--- config.mk ---
export PLATFORM = sky130hd
export DESIGN_NAME = gnn_input_loader
export DESIGN_NICKNAME = d
export VERILOG_FILES = /design/src/rtl/gnn_pkg.sv /design/src/rtl/gnn_word_demux.sv /design/src/rtl/gnn_input_loader.sv
export SDC_FILE = /design/constraint.sdc
export NUM_CORES = 1
export LEC_CHECK = 0
export BUFFER_PORTS_ARGS = -buffer_cell sky130_fd_sc_hd__buf_2
export CAP_MARGIN = 10
export CORE_ASPECT_RATIO = 1.5
export CORE_MARGIN = 1
export CORE_UTILIZATION = 53
export DETAILED_ROUTE_END_ITERATION = 6
export PLACE_DENSITY = 0.8
export SYNTH_ARGS = -nofsm -noshare
export SYNTH_HDL_FRONTEND = slang
export SYNTH_HIERARCHICAL = 1
export SYNTH_SLANG_ARGS = --single-unit
--- constraint.sdc ---
create_clock -name clk -period 2.8 [get_ports clk]
set_input_delay 0.14 -clock clk [delete_from_list [all_inputs] [get_ports clk]]
set_output_delay 0.14 -clock clk [all_outputs]
set_load 0.01 [all_outputs]
--- src/rtl/gnn_pkg.sv ---
// Shared sizes, word-count map and state encoding for the GNN input loader.
package gnn_pkg;
  localparam int DATA_W  = 5;
  localparam int N_NODES = 4;
  localparam int N_FEAT  = 4;
  localparam int N_HID   = 4;
  localparam int N_OUT   = 2;

  localparam int FEAT_WORDS  = N_NODES * N_FEAT;
  localparam int W1_WORDS    = N_FEAT * N_HID;
  localparam int W2_WORDS    = N_HID * N_OUT;
  localparam int FRAME_WORDS = FEAT_WORDS + W1_WORDS + W2_WORDS;
  localparam int CNT_W       = 6;

  localparam int X_BITS  = FEAT_WORDS * DATA_W;
  localparam int W1_BITS = W1_WORDS * DATA_W;
  localparam int W2_BITS = W2_WORDS * DATA_W;

  typedef enum logic [1:0] {
    LOAD = 2'd0,
    FIRE = 2'd1,
    BUSY = 2'd2
  } state_e;

  function automatic logic [CNT_W-1:0] last_word_idx(input logic mode);
    return mode ? CNT_W'(FRAME_WORDS - 1) : CNT_W'(FEAT_WORDS - 1);
  endfunction
endpackage

--- src/rtl/gnn_word_demux.sv ---
// Decodes the stream word index into per-slot write strobes for the x, w1 and w2 banks.
// Purely combinational; no backpressure of its own.
module gnn_word_demux
  import gnn_pkg::*;
(
  input  logic [CNT_W-1:0]      word_idx,
  input  logic                  wr_en,
  output logic [FEAT_WORDS-1:0] x_we,
  output logic [W1_WORDS-1:0]   w1_we,
  output logic [W2_WORDS-1:0]   w2_we
);

  always_comb begin
    x_we  = '0;
    w1_we = '0;
    w2_we = '0;
    for (int i = 0; i < FEAT_WORDS; i++) begin
      x_we[i] = wr_en && (word_idx == CNT_W'(i));
    end
    for (int i = 0; i < W1_WORDS; i++) begin
      w1_we[i] = wr_en && (word_idx == CNT_W'(FEAT_WORDS + i));
    end
    for (int i = 0; i < W2_WORDS; i++) begin
      w2_we[i] = wr_en && (word_idx == CNT_W'(FEAT_WORDS + W1_WORDS + i));
    end
  end

endmodule

--- src/rtl/gnn_input_loader.sv ---
// Assembles a serial operand stream into parallel x/w1/w2 registers and starts the compute top.
// in_ready pulses one cycle after the FIRE state; s_ready is low from FIRE until compute_done.
module gnn_input_loader
  import gnn_pkg::*;
(
  input  logic               clk,
  input  logic               rst_n,
  input  logic               s_valid,
  output logic               s_ready,
  input  logic [DATA_W-1:0]  s_data,
  input  logic               load_w,
  input  logic               flush,
  input  logic               compute_done,
  output logic [X_BITS-1:0]  x_flat,
  output logic [W1_BITS-1:0] w1_flat,
  output logic [W2_BITS-1:0] w2_flat,
  output logic               in_ready,
  output logic               busy,
  output logic [7:0]         frame_cnt
);

  state_e               state_q, state_d;
  logic [CNT_W-1:0]     cnt_q, cnt_d;
  logic                 mode_q, mode_d;
  logic [X_BITS-1:0]    x_q, x_d;
  logic [W1_BITS-1:0]   w1_q, w1_d;
  logic [W2_BITS-1:0]   w2_q, w2_d;
  logic                 in_ready_q, in_ready_d;
  logic                 busy_q, busy_d;
  logic [7:0]           frame_cnt_q, frame_cnt_d;

  logic                 accept;
  logic                 first_word;
  logic                 last_word;
  logic [FEAT_WORDS-1:0] x_we;
  logic [W1_WORDS-1:0]   w1_we;
  logic [W2_WORDS-1:0]   w2_we;

  assign s_ready    = (state_q == LOAD);
  assign accept     = s_valid && s_ready;
  assign first_word = (cnt_q == '0);
  // The frame length is decided by load_w on the very word being accepted when it is the first one.
  assign last_word  = accept && (cnt_q == last_word_idx(first_word ? load_w : mode_q));

  gnn_word_demux u_demux (
    .word_idx (cnt_q),
    .wr_en    (accept),
    .x_we     (x_we),
    .w1_we    (w1_we),
    .w2_we    (w2_we)
  );

  always_comb begin
    state_d     = state_q;
    cnt_d       = cnt_q;
    mode_d      = mode_q;
    frame_cnt_d = frame_cnt_q;

    case (state_q)
      LOAD: begin
        if (accept) begin
          cnt_d = last_word ? '0 : cnt_q + CNT_W'(1);
          if (last_word) state_d = FIRE;
        end
      end
      FIRE:    state_d = BUSY;
      BUSY:    if (compute_done) state_d = LOAD;
      default: state_d = LOAD;
    endcase

    if (accept && first_word) mode_d = load_w;

    if (flush) begin
      state_d = LOAD;
      cnt_d   = '0;
    end

    // The start pulse and frame count follow the FIRE register, so a flush in FIRE still fires.
    in_ready_d = (state_q == FIRE);
    if (state_q == FIRE) frame_cnt_d = frame_cnt_q + 8'd1;
    busy_d = (state_d != LOAD);
  end

  always_comb begin
    x_d  = x_q;
    w1_d = w1_q;
    w2_d = w2_q;
    for (int i = 0; i < FEAT_WORDS; i++) begin
      if (x_we[i]) x_d[i*DATA_W +: DATA_W] = s_data;
    end
    for (int i = 0; i < W1_WORDS; i++) begin
      if (w1_we[i]) w1_d[i*DATA_W +: DATA_W] = s_data;
    end
    for (int i = 0; i < W2_WORDS; i++) begin
      if (w2_we[i]) w2_d[i*DATA_W +: DATA_W] = s_data;
    end
  end

  always_ff @(posedge clk or negedge rst_n) begin
    if (!rst_n) begin
      state_q     <= LOAD;
      cnt_q       <= '0;
      mode_q      <= 1'b0;
      x_q         <= '0;
      w1_q        <= '0;
      w2_q        <= '0;
      in_ready_q  <= 1'b0;
      busy_q      <= 1'b0;
      frame_cnt_q <= '0;
    end else begin
      state_q     <= state_d;
      cnt_q       <= cnt_d;
      mode_q      <= mode_d;
      x_q         <= x_d;
      w1_q        <= w1_d;
      w2_q        <= w2_d;
      in_ready_q  <= in_ready_d;
      busy_q      <= busy_d;
      frame_cnt_q <= frame_cnt_d;
    end
  end

  assign x_flat    = x_q;
  assign w1_flat   = w1_q;
  assign w2_flat   = w2_q;
  assign in_ready  = in_ready_q;
  assign busy      = busy_q;
  assign frame_cnt = frame_cnt_q;

endmodule

== Word level (Yosys, flattened, before mapping) ==
Cells that the tools add are included.
Storage, ports and cells
  register bits: 219
  bits of input ports: 11
  output and inout port bits: 211
  logic and storage cells: 149
Operators by class
  $add $sub $neg: 2
  eq/ne operators: 42
  mux-type cells: 11
  reductions and logical operators: 48
Operators with widths (number)
  $eq A6 B5 Y1 const B: 16
  $eq A6 B4 Y1 const B: 8
  $eq A6 B6 Y1 const B: 8
  $logic_and A1 B1 Y1: 42
  $mux W6: 5
  $eq A6 B3 Y1 const B: 4
  $eq A6 B2 Y1 const B: 2
  $add A8 B1 Y8 const B: 1
  $mux W2: 4
  $add A6 B1 Y6 const B: 1
  $eq A6 B1 Y1 const B: 1
  $eq A6 B6 Y1: 1
  $logic_not A6 Y1: 1
  $pmux W2 S3: 1
  $reduce_bool A2 Y1: 3
  $eq A2 B1 Y1 const B: 1
  $eq A2 B2 Y1 const B: 1
  $logic_not A2 Y1: 1
  $reduce_and A2 Y1: 1
  $mux W1: 1

== Longest topological paths before layout ==
  word-level depth: 10
  gate-level depth with buffers: 7
  mapped depth without buffers: 5

== Hierarchy ==
The synthesis kept the hierarchy.
Modules (own cells, without submodules)
  gnn_input_loader: instances 1, cells an instance 505, area an instance 8231.6 sq um, seq. area each 5480.3 sq um
  gnn_word_demux: instances 1, cells an instance 63, area an instance 360.3 sq um, seq. area each 0.0 sq um

== Worst setup path before layout ==
Ideal clock, no wire load.
  kind: reg-to-reg
  from: register state_q[0]
  to: register x_q[35] (netlist: x_flat[35])
  setup time: 0.125 ns
  arrival time: 2.397 ns
  data required time: 2.675 ns
  path slack: 0.279 ns
  stages on the path, launching flop included: 8
  cells stage by stage: dfrtp_1 > or3b_1 > buf_4 > inv_1 > or3b_1 > buf_2 > nor3_1 > mux2_2
Between the ends
  word-level cells in the longest chain between the ends: 3
RTL lines
  from (decl): RTL line gnn_input_loader.sv:22  | state_e state_q, state_d;
  from (signal assigned): RTL line gnn_input_loader.sv:111  | state_q <= state_d;
  $logic_not A2 Y1: RTL line gnn_input_loader.sv:39  | assign s_ready = (state_q == LOAD);
  $logic_and A1 B1 Y1: RTL line gnn_input_loader.sv:40  | assign accept = s_valid && s_ready;
  named net accept: RTL line gnn_input_loader.sv:32  | logic accept;
  $logic_and A1 B1 Y1: RTL line gnn_word_demux.sv:18  | x_we[i] = wr_en && (word_idx == CNT_W'(i));
  named net x_we[7]: RTL line gnn_input_loader.sv:35  | logic [FEAT_WORDS-1:0] x_we;
  to (signal assigned): RTL line gnn_input_loader.sv:104  | x_q <= '0;
  to (signal assigned): RTL line gnn_input_loader.sv:114  | x_q <= x_d;
  to (decl): RTL line gnn_input_loader.sv:25  | logic [X_BITS-1:0] x_q, x_d;
The timed path passes the listed nets, and every way through them passes these cells.
A chain may end at the register's enable or synchronous reset.

== Worst setup path in the final report ==
  from: register state_q[0]
  to: register x_q[11] (netlist: x_flat[11])
The elaborated chain is that of the path after synthesis.

==> run_results.csv <==
group,metric,value,unit
global_route,grt_max_degree,85,
clock_network,clk_path_buf_depth,3,
clock_network,worstSkewPairLatency,0.49,ns
place,gp_congestion,0.8096,
clock_network,cts_buffers,21,
sta,grt_setup_unrepaired,"no",
global_route,grt_util_met2,48.71,%
critical_path,startpoint_type,"register",
sta,worstMarginPinSlew,0.8905,ns
yosys,synth-xor-area-share,0.8155,%
global_route,globalRouteOverflowTotal,0,
yosys,synth.distinct_cells,37,
clock_network,postCtsHoldBufs,4,
clock_network,cts_root_buf,"clkbuf_16",
flow_run,maxCapViolations,0,
floorplanning,die_area,0.01674,mm²
critical_path,reg2regPathDepth,5,
power,p_leak,6.003,nW
global_route,grt_use_met3,4.282,%
drt,drt-wirelength-per-cell,21.06,µm
power,max-vdd-ir-drop,544.4,µV
yosys,synth-seq-cells,219,
place,dp_hpwl,14900,µm
yosys,synthCells,568,
clock_network,cts_tree,"done",
critical_path,critPathSlowestCell,"nor4_2",
final_layout,syn_to_final_growth,27.54,%
critical_path,worstPathCellList,"or3b_1, inv_1, or3b_1, nor4_2, mux2_2",
sta,max_clock_freq,395.3,MHz
min_path,holdCritStartpoint,"s_valid",
global_route,grt_pass1_wl,34000,µm
critical_path,critPathMaxFanout,8,
clock_network,htreeDepth,1,
global_route,grt_util_all_layers,26.64,%
drt,vias,5703,
place,port_buffers,221,
yosys,synth_top_family_by_area,"multiplexers",
floorplanning,rows,56,
status,status,"finished, final reports clean",
yosys,synthSimpleGateAreaFrac,6.262,%
drt,route.detailed.drc,0,
final_layout,layout.nets,837,
sta,fin_skew,0.007958,ns
critical_path,reg2reg_to,"x_flat[11]",
final_layout,n_fill_cell,1081,
drt,routed_wl,21900,µm
global_route,grt_pass1_vias,6197,
min_path,holdPathStages,4,
critical_path,cpMostUsedCell,"or3b_1",
power,power_density,643.8,mW/mm²
floorplanning,initial_core_util,54.50,%
drt,routed_via_density,5.484,
global_route,antenna_found_initial,0,
global_route,grt_util_met1,30.51,%
sta,fin_crit,2.530,ns
yosys,syn_area,0.008592,mm²
min_path,hold_class,"in -> reg",
sta,hold_viol_final,0,
critical_path,required,3.17,ns
global_route,busiest_layer,"met2",
clock_network,cts_sinks,219,
critical_path,cp_num_buf_inv,1,
min_path,min_to,"state_q[0]",
yosys,synthesis.nets,582,
final_layout,num_antenna_cells,0,
critical_path,crit_cells,5,
critical_path,r2r_slack,0.27,ns
sta,setup_viol,0,
critical_path,critical_path_class,"reg -> reg",
critical_path,crit-reg2reg-launch,"state_q[0]",
floorplanning,io_pins,222,
clock_network,cts_setup_buffers,0,
critical_path,worstPathArrival,2.90,ns
sta,finalCritPeriodShare,90.34,%
floorplanning,die_h,157.9,µm
floorplanning,core,0.01577,mm²
sta,slew_headroom,40.63,%
drt,drtPass1Iterations,4,
yosys,ys_warn_count,6,
final_layout,fin_util,69.51,%
yosys,synth_mux_area_share,26.59,%
drt,drt_iter0_markers,212,
critical_path,cp_top_family,"simple AND/OR/NAND/NOR gates",
clock_network,cts_resized,0,
yosys,ys_seq_area_share,63.78,%
critical_path,max_stage_delay,0.59,ns
yosys,syn_avg_cell_area,15.13,µm²
drt,drtAntennaViolNets,0,
clock_network,path_clk_slew,0.07,ns
yosys,synthAdderAreaFrac,0.4369,%
floorplanning,die_w,106.0,µm
final_layout,drive_gt1_share,60.57,%
sta,setup_tns,0,ns
critical_path,end_kind,"register",
yosys,synth_compound_area_share,0.4077,%
critical_path,critical_path.startpoint,"state_q[0]",
sta,maxSlewViolCount,0,
## cells by family after synthesis
family	Yosys count
fa+ha+maj	3
flops	219
compound gates	6
simple gates	93
xor+xnor	8
buf+inv	36
mux	203
## final cells by class
type / count / area [µm²] / share of cell area (%)
clock buffers: 25 / 580.6 / 5.298
clock inverters: 12 / 198.9 / 1.815
inverters: 3 / 11.26 / 0.1028
multi-input cells: 313 / 2965 / 27.06
flip-flops and latches: 219 / 5480 / 50.01
well taps: 203 / 254.0 / 2.318
repair buffers: 265 / 1468 / 13.39
## Yosys cell counts (all sizes together)
master | number | area (µm²)
or3 | 1 | 6.260
clkbuf | 26 | 98.84
a31oi | 1 | 6.260
or2 | 3 | 18.77
and4 | 1 | 8.760
mux2i | 1 | 10.01
mux2 | 202 | 2275
ha | 3 | 37.54
or4b | 2 | 20.02
a211o | 1 | 8.760
nand3b | 4 | 30.03
or3b | 3 | 26.28
o21ai | 1 | 5.000
nor3b | 1 | 7.510
nor2 | 13 | 48.80
and2 | 1 | 7.510
inv | 3 | 11.26
nor4 | 13 | 100.1
a21oi | 3 | 15.01
nor2b | 1 | 6.260
nand2b | 4 | 25.02
nand2 | 12 | 45.04
nand4 | 1 | 6.260
and3 | 2 | 12.51
nand3 | 6 | 30.03
xor2 | 3 | 26.28
or4 | 1 | 7.510
buf | 7 | 36.28
nor3 | 24 | 131.4
dfrtp | 219 | 5480
xnor2 | 5 | 43.79
## placed cells by master, fill, tap and decap left out, types with 5 or more instances in the layout
cell	count
nand2_1	12
clkbuf_16	21
mux2_2	202
nand3_1	6
xnor2_1	5
bufinv_16	5
nor4_1	10
dfrtp_1	219
nor2_1	13
buf_4	39
clkbuf_8	5
nor3_1	23
buf_2	220
## state kept, by name, summed over array words and instances, names as in the netlist
| signal | count |
|---|---|
| state_q | 2 |
| w1_flat | 80 |
| busy | 1 |
| frame_cnt | 8 |
| x_flat | 80 |
| w2_flat | 40 |
| in_ready | 1 |
| mode_q | 1 |
| cnt_q | 6 |
## stage by stage
step                cell area [µm²]  cells  power, mW  hold slack (ns)  setup slack [ns]
floorplan                      8592    568      3.661          -0.1556            0.2788
global placement              10140    999      3.939           0.2131            0.4105
detailed placement            10140    999      3.970           0.2225            0.3036
CTS                           10960   1040      7.118           0.1894            0.3034
global route                  10960   1040      7.267           0.2249            0.1717
finish                        10960   1040      7.054           0.2042            0.2704
## worst max path at each step
stage | end | slack, ns
6_report | x_flat[11] | 0.27
5_1_grt | x_flat[11] | 0.17
4_1_cts | x_flat[11] | 0.30
3_5_place_dp | x_flat[11] | 0.30
3_3_place_gp | x_flat[6] | 0.41
2_1_floorplan | x_flat[35] | 0.28
## power breakdown
group / internal [mW] / switching [mW]
Combinational: 0.210 / 0.320
Clock: 1.95 / 1.20
Sequential: 3.29 / 0.0871
## per-layer routing
| metal | part of all wire [%] | wire [µm] | vias to the layer above |
|---|---|---|---|
| li1 | - | - | 2514 |
| met1 | 36 | 7944 | 2927 |
| met2 | 55 | 11950 | 196 |
| met3 | 4.8 | 1044 | 66 |
| met4 | 4.4 | 966 | 0 |
| met5 | 0 | 0 | - |
## worst min-delay path, cell delays in order
cell,delay (ns)
buf_2,0.10
or3b_1,0.18
buf_4,0.18
nor3_4,0.06
No activity file was read; power rests on OpenSTA's default activity.
